**src/rtl/mult_div_unit.sv**
```systemverilog
// mult_div_unit: iterative MULT/MULTU/DIV/DIVU unit owning the HI/LO pair.
// Optional MULDIV_EARLY_OUT_EN: multiplies leave RUN once multiplier bits run out.
module mult_div_unit #(
   parameter int WIDTH = 32,
   parameter int CNT_W = 5
) (
   input  logic             clk,
   input  logic             rst,
   input  logic             start,
   input  logic [1:0]       op,
   input  logic [WIDTH-1:0] rs_val,
   input  logic [WIDTH-1:0] rt_val,
   input  logic             hi_we,
   input  logic             lo_we,
   input  logic [WIDTH-1:0] wdata,
   output logic             busy,
   output logic             done,
   output logic             div_zero,
   output logic [WIDTH-1:0] hi,
   output logic [WIDTH-1:0] lo
);

   typedef enum logic [1:0] {IDLE, RUN, FIX} state_t;

   state_t             state, state_n;
   logic [CNT_W-1:0]   cnt;
   logic               div_q;
   logic               neg_a;
   logic               neg_b;
   logic               dz;
   logic [WIDTH-1:0]   a;
   logic [2*WIDTH-1:0] b;
   logic [2*WIDTH-1:0] p;

   logic               sgn;
   logic               rt_zero;
   logic [WIDTH-1:0]   rs_mag;
   logic [WIDTH-1:0]   rt_mag;
   logic [WIDTH:0]     trial;
   logic [2*WIDTH-1:0] prod;
   logic [WIDTH-1:0]   quo;
   logic [WIDTH-1:0]   rem;
   logic               early;
   logic               last;

   assign sgn     = ~op[0];
   assign rt_zero = (rt_val == '0);
   assign rs_mag  = (sgn && rs_val[WIDTH-1]) ? -rs_val : rs_val;
   assign rt_mag  = (sgn && rt_val[WIDTH-1]) ? -rt_val : rt_val;

   // a: multiplier (mult) or dividend/quotient shifter (div)
   // b: shifting multiplicand (mult) or divisor in low half (div)
   // p: product accumulator (mult) or partial remainder in low half (div)
   assign trial = {p[WIDTH-1:0], a[WIDTH-1]}
                - {1'b0, b[WIDTH-1:0]};
   assign prod  = (neg_a ^ neg_b) ? -p : p;
   assign quo   = (neg_a ^ neg_b) ? -a : a;
   assign rem   = neg_a ? -p[WIDTH-1:0] : p[WIDTH-1:0];

`ifdef MULDIV_EARLY_OUT_EN
   assign early = ~div_q && (a[WIDTH-1:1] == '0);
`else
   assign early = 1'b0;
`endif

   assign last = (cnt == CNT_W'(WIDTH-1)) || early;
   assign busy = (state != IDLE);

   always_ff @(posedge clk) begin
      if (rst) state <= IDLE;
      else     state <= state_n;
   end

   always_comb begin
      state_n = state;
      unique case (state)
         IDLE: begin
            if (start)
               state_n = (op[1] && rt_zero) ? FIX : RUN;
         end
         RUN: begin
            if (last) state_n = FIX;
         end
         FIX:     state_n = IDLE;
         default: state_n = IDLE;
      endcase
   end

   always_ff @(posedge clk) begin
      if (rst) begin
         cnt      <= '0;
         div_q    <= 1'b0;
         neg_a    <= 1'b0;
         neg_b    <= 1'b0;
         dz       <= 1'b0;
         a        <= '0;
         b        <= '0;
         p        <= '0;
         hi       <= '0;
         lo       <= '0;
         done     <= 1'b0;
         div_zero <= 1'b0;
      end else begin
         done     <= 1'b0;
         div_zero <= 1'b0;
         unique case (state)
            IDLE: begin
               if (hi_we) hi <= wdata;
               if (lo_we) lo <= wdata;
               if (start) begin
                  cnt   <= '0;
                  div_q <= op[1];
                  neg_a <= sgn & rs_val[WIDTH-1];
                  neg_b <= sgn & rt_val[WIDTH-1];
                  dz    <= op[1] & rt_zero;
                  a     <= op[1] ? rs_mag : rt_mag;
                  b     <= {{WIDTH{1'b0}},
                            (op[1] ? rt_mag : rs_mag)};
                  p     <= '0;
               end
            end
            RUN: begin
               cnt <= cnt + 1'b1;
               if (div_q) begin
                  if (!trial[WIDTH]) begin
                     p[WIDTH-1:0] <= trial[WIDTH-1:0];
                     a <= {a[WIDTH-2:0], 1'b1};
                  end else begin
                     p[WIDTH-1:0] <= {p[WIDTH-2:0], a[WIDTH-1]};
                     a <= {a[WIDTH-2:0], 1'b0};
                  end
               end else begin
                  if (a[0]) p <= p + b;
                  b <= b << 1;
                  a <= a >> 1;
               end
            end
            FIX: begin
               done     <= 1'b1;
               div_zero <= dz;
               if (!dz) begin
                  if (div_q) begin
                     hi <= rem;
                     lo <= quo;
                  end else begin
                     hi <= prod[2*WIDTH-1:WIDTH];
                     lo <= prod[WIDTH-1:0];
                  end
               end
            end
            default: ;
         endcase
      end
   end

endmodule

```
**config.mk**
```make
export PLATFORM = sky130hd
export DESIGN_NAME = mult_div_unit
export DESIGN_NICKNAME = d
export VERILOG_FILES = /design/src/rtl/mult_div_unit.sv
export SDC_FILE = /design/constraint.sdc
export NUM_CORES = 1
export LEC_CHECK = 0
export CELL_PAD_IN_SITES_DETAIL_PLACEMENT = 1
export CELL_PAD_IN_SITES_GLOBAL_PLACEMENT = 1
export CORE_MARGIN = 4
export CORE_UTILIZATION = 47
export CTS_CLUSTER_SIZE = 8
export DETAILED_ROUTE_END_ITERATION = 10
export GPL_TIMING_DRIVEN = 0
export HOLD_SLACK_MARGIN = 0.12
export PLACE_DENSITY_LB_ADDON = 0.3
export SYNTH_ARGS = -nofsm -noshare
export SYNTH_HDL_FRONTEND = slang
export SYNTH_SLANG_ARGS = --single-unit
```
**constraint.sdc**
```tcl
create_clock -name clk -period 9.6 [get_ports clk]
set_input_delay 1.92 -clock clk [delete_from_list [all_inputs] [get_ports clk]]
set_output_delay 1.92 -clock clk [all_outputs]
set_load 0.03 [all_outputs]
```
==> results.json <==
{
  "die_w_um": 215,
  "start_util": 0.478,
  "ys_seq_elements": 237,
  "r2r_start": "a[31]",
  "p_switching_mw": 1.38,
  "outcome": "finished clean",
  "fmax_mhz": 196,
  "p_sw_frac": 0.389,
  "yosys.area.top_type": "dfxtp_1",
  "slew_violations": 0,
  "hold_buffers": 0,
  "synth_commonest_cells": "nand2_1 (324), nor2_1 (313), dfxtp_1 (237)",
  "reg2reg_slack_ns": 4.52,
  "hold_depth": 2,
  "routedWlPerCell_um": 27.1,
  "maxCapViolCount": 0,
  "synthMostInstantiatedCell": "nand2_1",
  "io_pins": 170,
  "crit_type": "in2reg",
  "seq_power_share": 0.327,
  "r2r_end": "p[14]",
  "track_usage": 0.395,
  "antenna_found_initial": 0,
  "gr-total-overflow": 0,
  "multi_input_area_um2": 14400,
  "vias": 23200,
  "fin_crit_sh": 0.533,
  "p_total_mw": 3.56,
  "wl_met3_um": 9070,
  "coreArea_um2": 42200,
  "netlist_instances": 2754,
  "clk-insertion-delay-late_ns": 0.56,
  "rows": 75,
  "nFillCells": 5392,
  "wirelength_um": 94900,
  "finalSetupViolCount": 0,
  "p_comb_frac": 0.336,
  "diodes": 0,
  "cts_tree": "yes",
  "gp_congestion": 1.05,
  "ir_worst_vdd_uv": 148,
  "worstSetupStartpointType": "input pin",
  "synthArstFlopShare": 0,
  "die_y_um": 215,
  "top_layer": "met4",
  "endpoint_kind": "register",
  "pwr-share-clk": 0.337,
  "rsz0062_at_grt": "false",
  "drtIter0Drc": 2187,
  "min_path_type": "reg2reg",
  "ant_nets": 0,
  "cts-resized-gates": 0,
  "yosys_warnings": 0,
  "cts_max_level": 2,
  "clock_path_buffers": 3,
  "area_delta_synth_final_pct": 16.8,
  "period_minus_slack_ns": 5.11,
  "numPortBuffers": 169,
  "yosysSeqAreaShare": 0.235,
  "hold_violations": 0,
  "crit_path_max_fanout": 6,
  "viasPerCell": 6.62,
  "synth_edf_count": 0,
  "numCtsBuffers": 36,
  "synth-main-ff-cell": "dfxtp_1",
  "ys_types": 90,
  "setup_tns_ns": 0,
  "syn-num-nets": 2960,
  "crit_arrival_ns": 5.56,
  "grt_pass1_vias": 23800,
  "synth_area_um2": 20200,
  "synth_top_cell_area_share": 0.235,
  "grt_pass1_wl_um": 144000,
  "required_ns": 10.05,
  "dr_wl_met2_um": 41800,
  "postSynthAreaPerCell_um2": 7.33,
  "power_density_nw_per_um2": 151,
  "drt_first_pass_iters": 5,
  "max-slew-margin-rel": 0.161,
  "dp_hpwl_um": 76500,
  "cts_root_buffer": "clkbuf_16",
  "worstMarginPinSlew_ns": 1.25,
  "postCtsSetupBuffers": 0,
  "grt_max_degree": 11,
  "clk_pin_slew_ns": 0.05,
  "skew_ns": 0.0191,
  "drcViolationCount": 0,
  "cellInternalPower_mw": 2.17,
  "nNetsFinal": 3167,
  "min_to": "lo[0]",
  "hold_path_startpoint": "lo[0]",
  "seqCellArea_um2": 4740,
  "synthTopCellsByArea": "dfxtp_1 (23%), xnor2_1 (6.6%), ha_1 (6.3%), nand2_1 (6.0%), nor2_1 (5.8%)",
  "p_leak_nw": 9.05,
  "met1_length_um": 39500,
  "final_layout_size_suffix_gt1_frac": 0.0307,
  "cts_sinks": 237,
  "rr_worst_depth": 15,
  "die-area_um2": 46300
}
registers in the layout, summed over array words and instances, names as in the netlist:
signal / count
cnt: 5
hi: 32
dz: 1
b: 64
a: 32
neg_b: 1
state: 2
p: 64
done: 1
div_q: 1
neg_a: 1
div_zero: 1
lo: 32
power by group through the flow:
stage | logic [mW] | registers, mW | clock network, mW
finish | 1.19 | 1.16 | 1.20
global route | 1.27 | 1.16 | 1.25
CTS | 1.16 | 1.15 | 1.20
detailed placement | 1.15 | 1.17 | 0
global placement | 1.11 | 1.17 | 0
floorplan | 0.679 | 1.18 | 0
worst max-delay path, stage by stage:
cell and delay, ns:
clkdlybuf4s50_1 0.54, nor4_1 0.37, nand2_1 0.21, nor4b_2 0.48, nand2_1 0.16, nor4_2 0.56
nor2_1 0.15, xnor2_1 0.25, nor2_1 0.07, a211oi_1 0.49, a211oi_1 0.11, a211oi_1 0.25
worst max-delay path by stage:
stage                          from    end  slack (ns)  cells past startpoint
after floorplan           rt_val[8]  b[15]        5.38                      9
after global placement    rs_val[6]  b[21]        4.25                     11
after detailed placement  rs_val[2]  b[21]        4.03                     12
after CTS                 rs_val[2]  b[21]        4.58                     12
after global routing      rs_val[2]  b[21]        4.33                     12
final                     rs_val[2]  b[21]        4.49                     12
area by class of cell:
cell class / instances / share of cell area
multi-input combinational: 2235 / 0.609
sequential: 237 / 0.201
timing repair buffer: 169 / 0.0717
clock buffer: 41 / 0.0399
buffer: 208 / 0.0345
tap: 539 / 0.0286
inverter: 74 / 0.0118
clock inverter: 4 / 0.00329
layout by cell type (no fill, tap or decap), drive strengths merged, types with 8 or more instances in the layout:
master / instances
buf: 27
a211oi: 76
nand2b: 28
mux2i: 60
nand2: 325
o21a: 9
a221oi: 15
or4: 11
clkbuf: 222
o21ai: 168
o22ai: 8
o41ai: 14
xnor2: 152
nand4: 20
ha: 101
clkdlybuf4s50: 169
o21bai: 14
nand3: 39
xor2: 116
a31oi: 19
a311oi: 72
dfxtp: 237
nor2: 314
nor2b: 24
and3: 24
inv: 76
nor3: 65
or3: 17
and2: 20
a21o: 50
a21oi: 207
o211ai: 75
nor4: 14
o31ai: 38
a22oi: 66
per-stage QoR:
stage	worst slack, ns	hold WS (ns)	cells	instance area [um2]	utilization
2_1_floorplan	5.38	0.444	2754	20200	-
3_3_place_gp	4.25	0.458	3462	22600	0.534
3_5_place_dp	4.03	0.470	3462	22600	0.534
4_1_cts	4.58	0.477	3507	23600	0.558
5_1_grt	4.33	0.501	3507	23600	0.558
6_report	4.49	0.477	3507	23600	0.558
layer usage:
metal	up-vias	GRT usage
li1	10400	-
met2	1096	0.623
met3	224	0.0949
met1	11500	0.518
met5	-	0
met4	0	0.168
cell families after synthesis:
logic type      share of synthesized area
flops                               0.235
buf+inv                            0.0541
xor+xnor                            0.116
mux                                0.0320
fa+ha+maj                          0.0646
simple gates                        0.208
compound gates                      0.291
(Power assumes the default switching activity.)
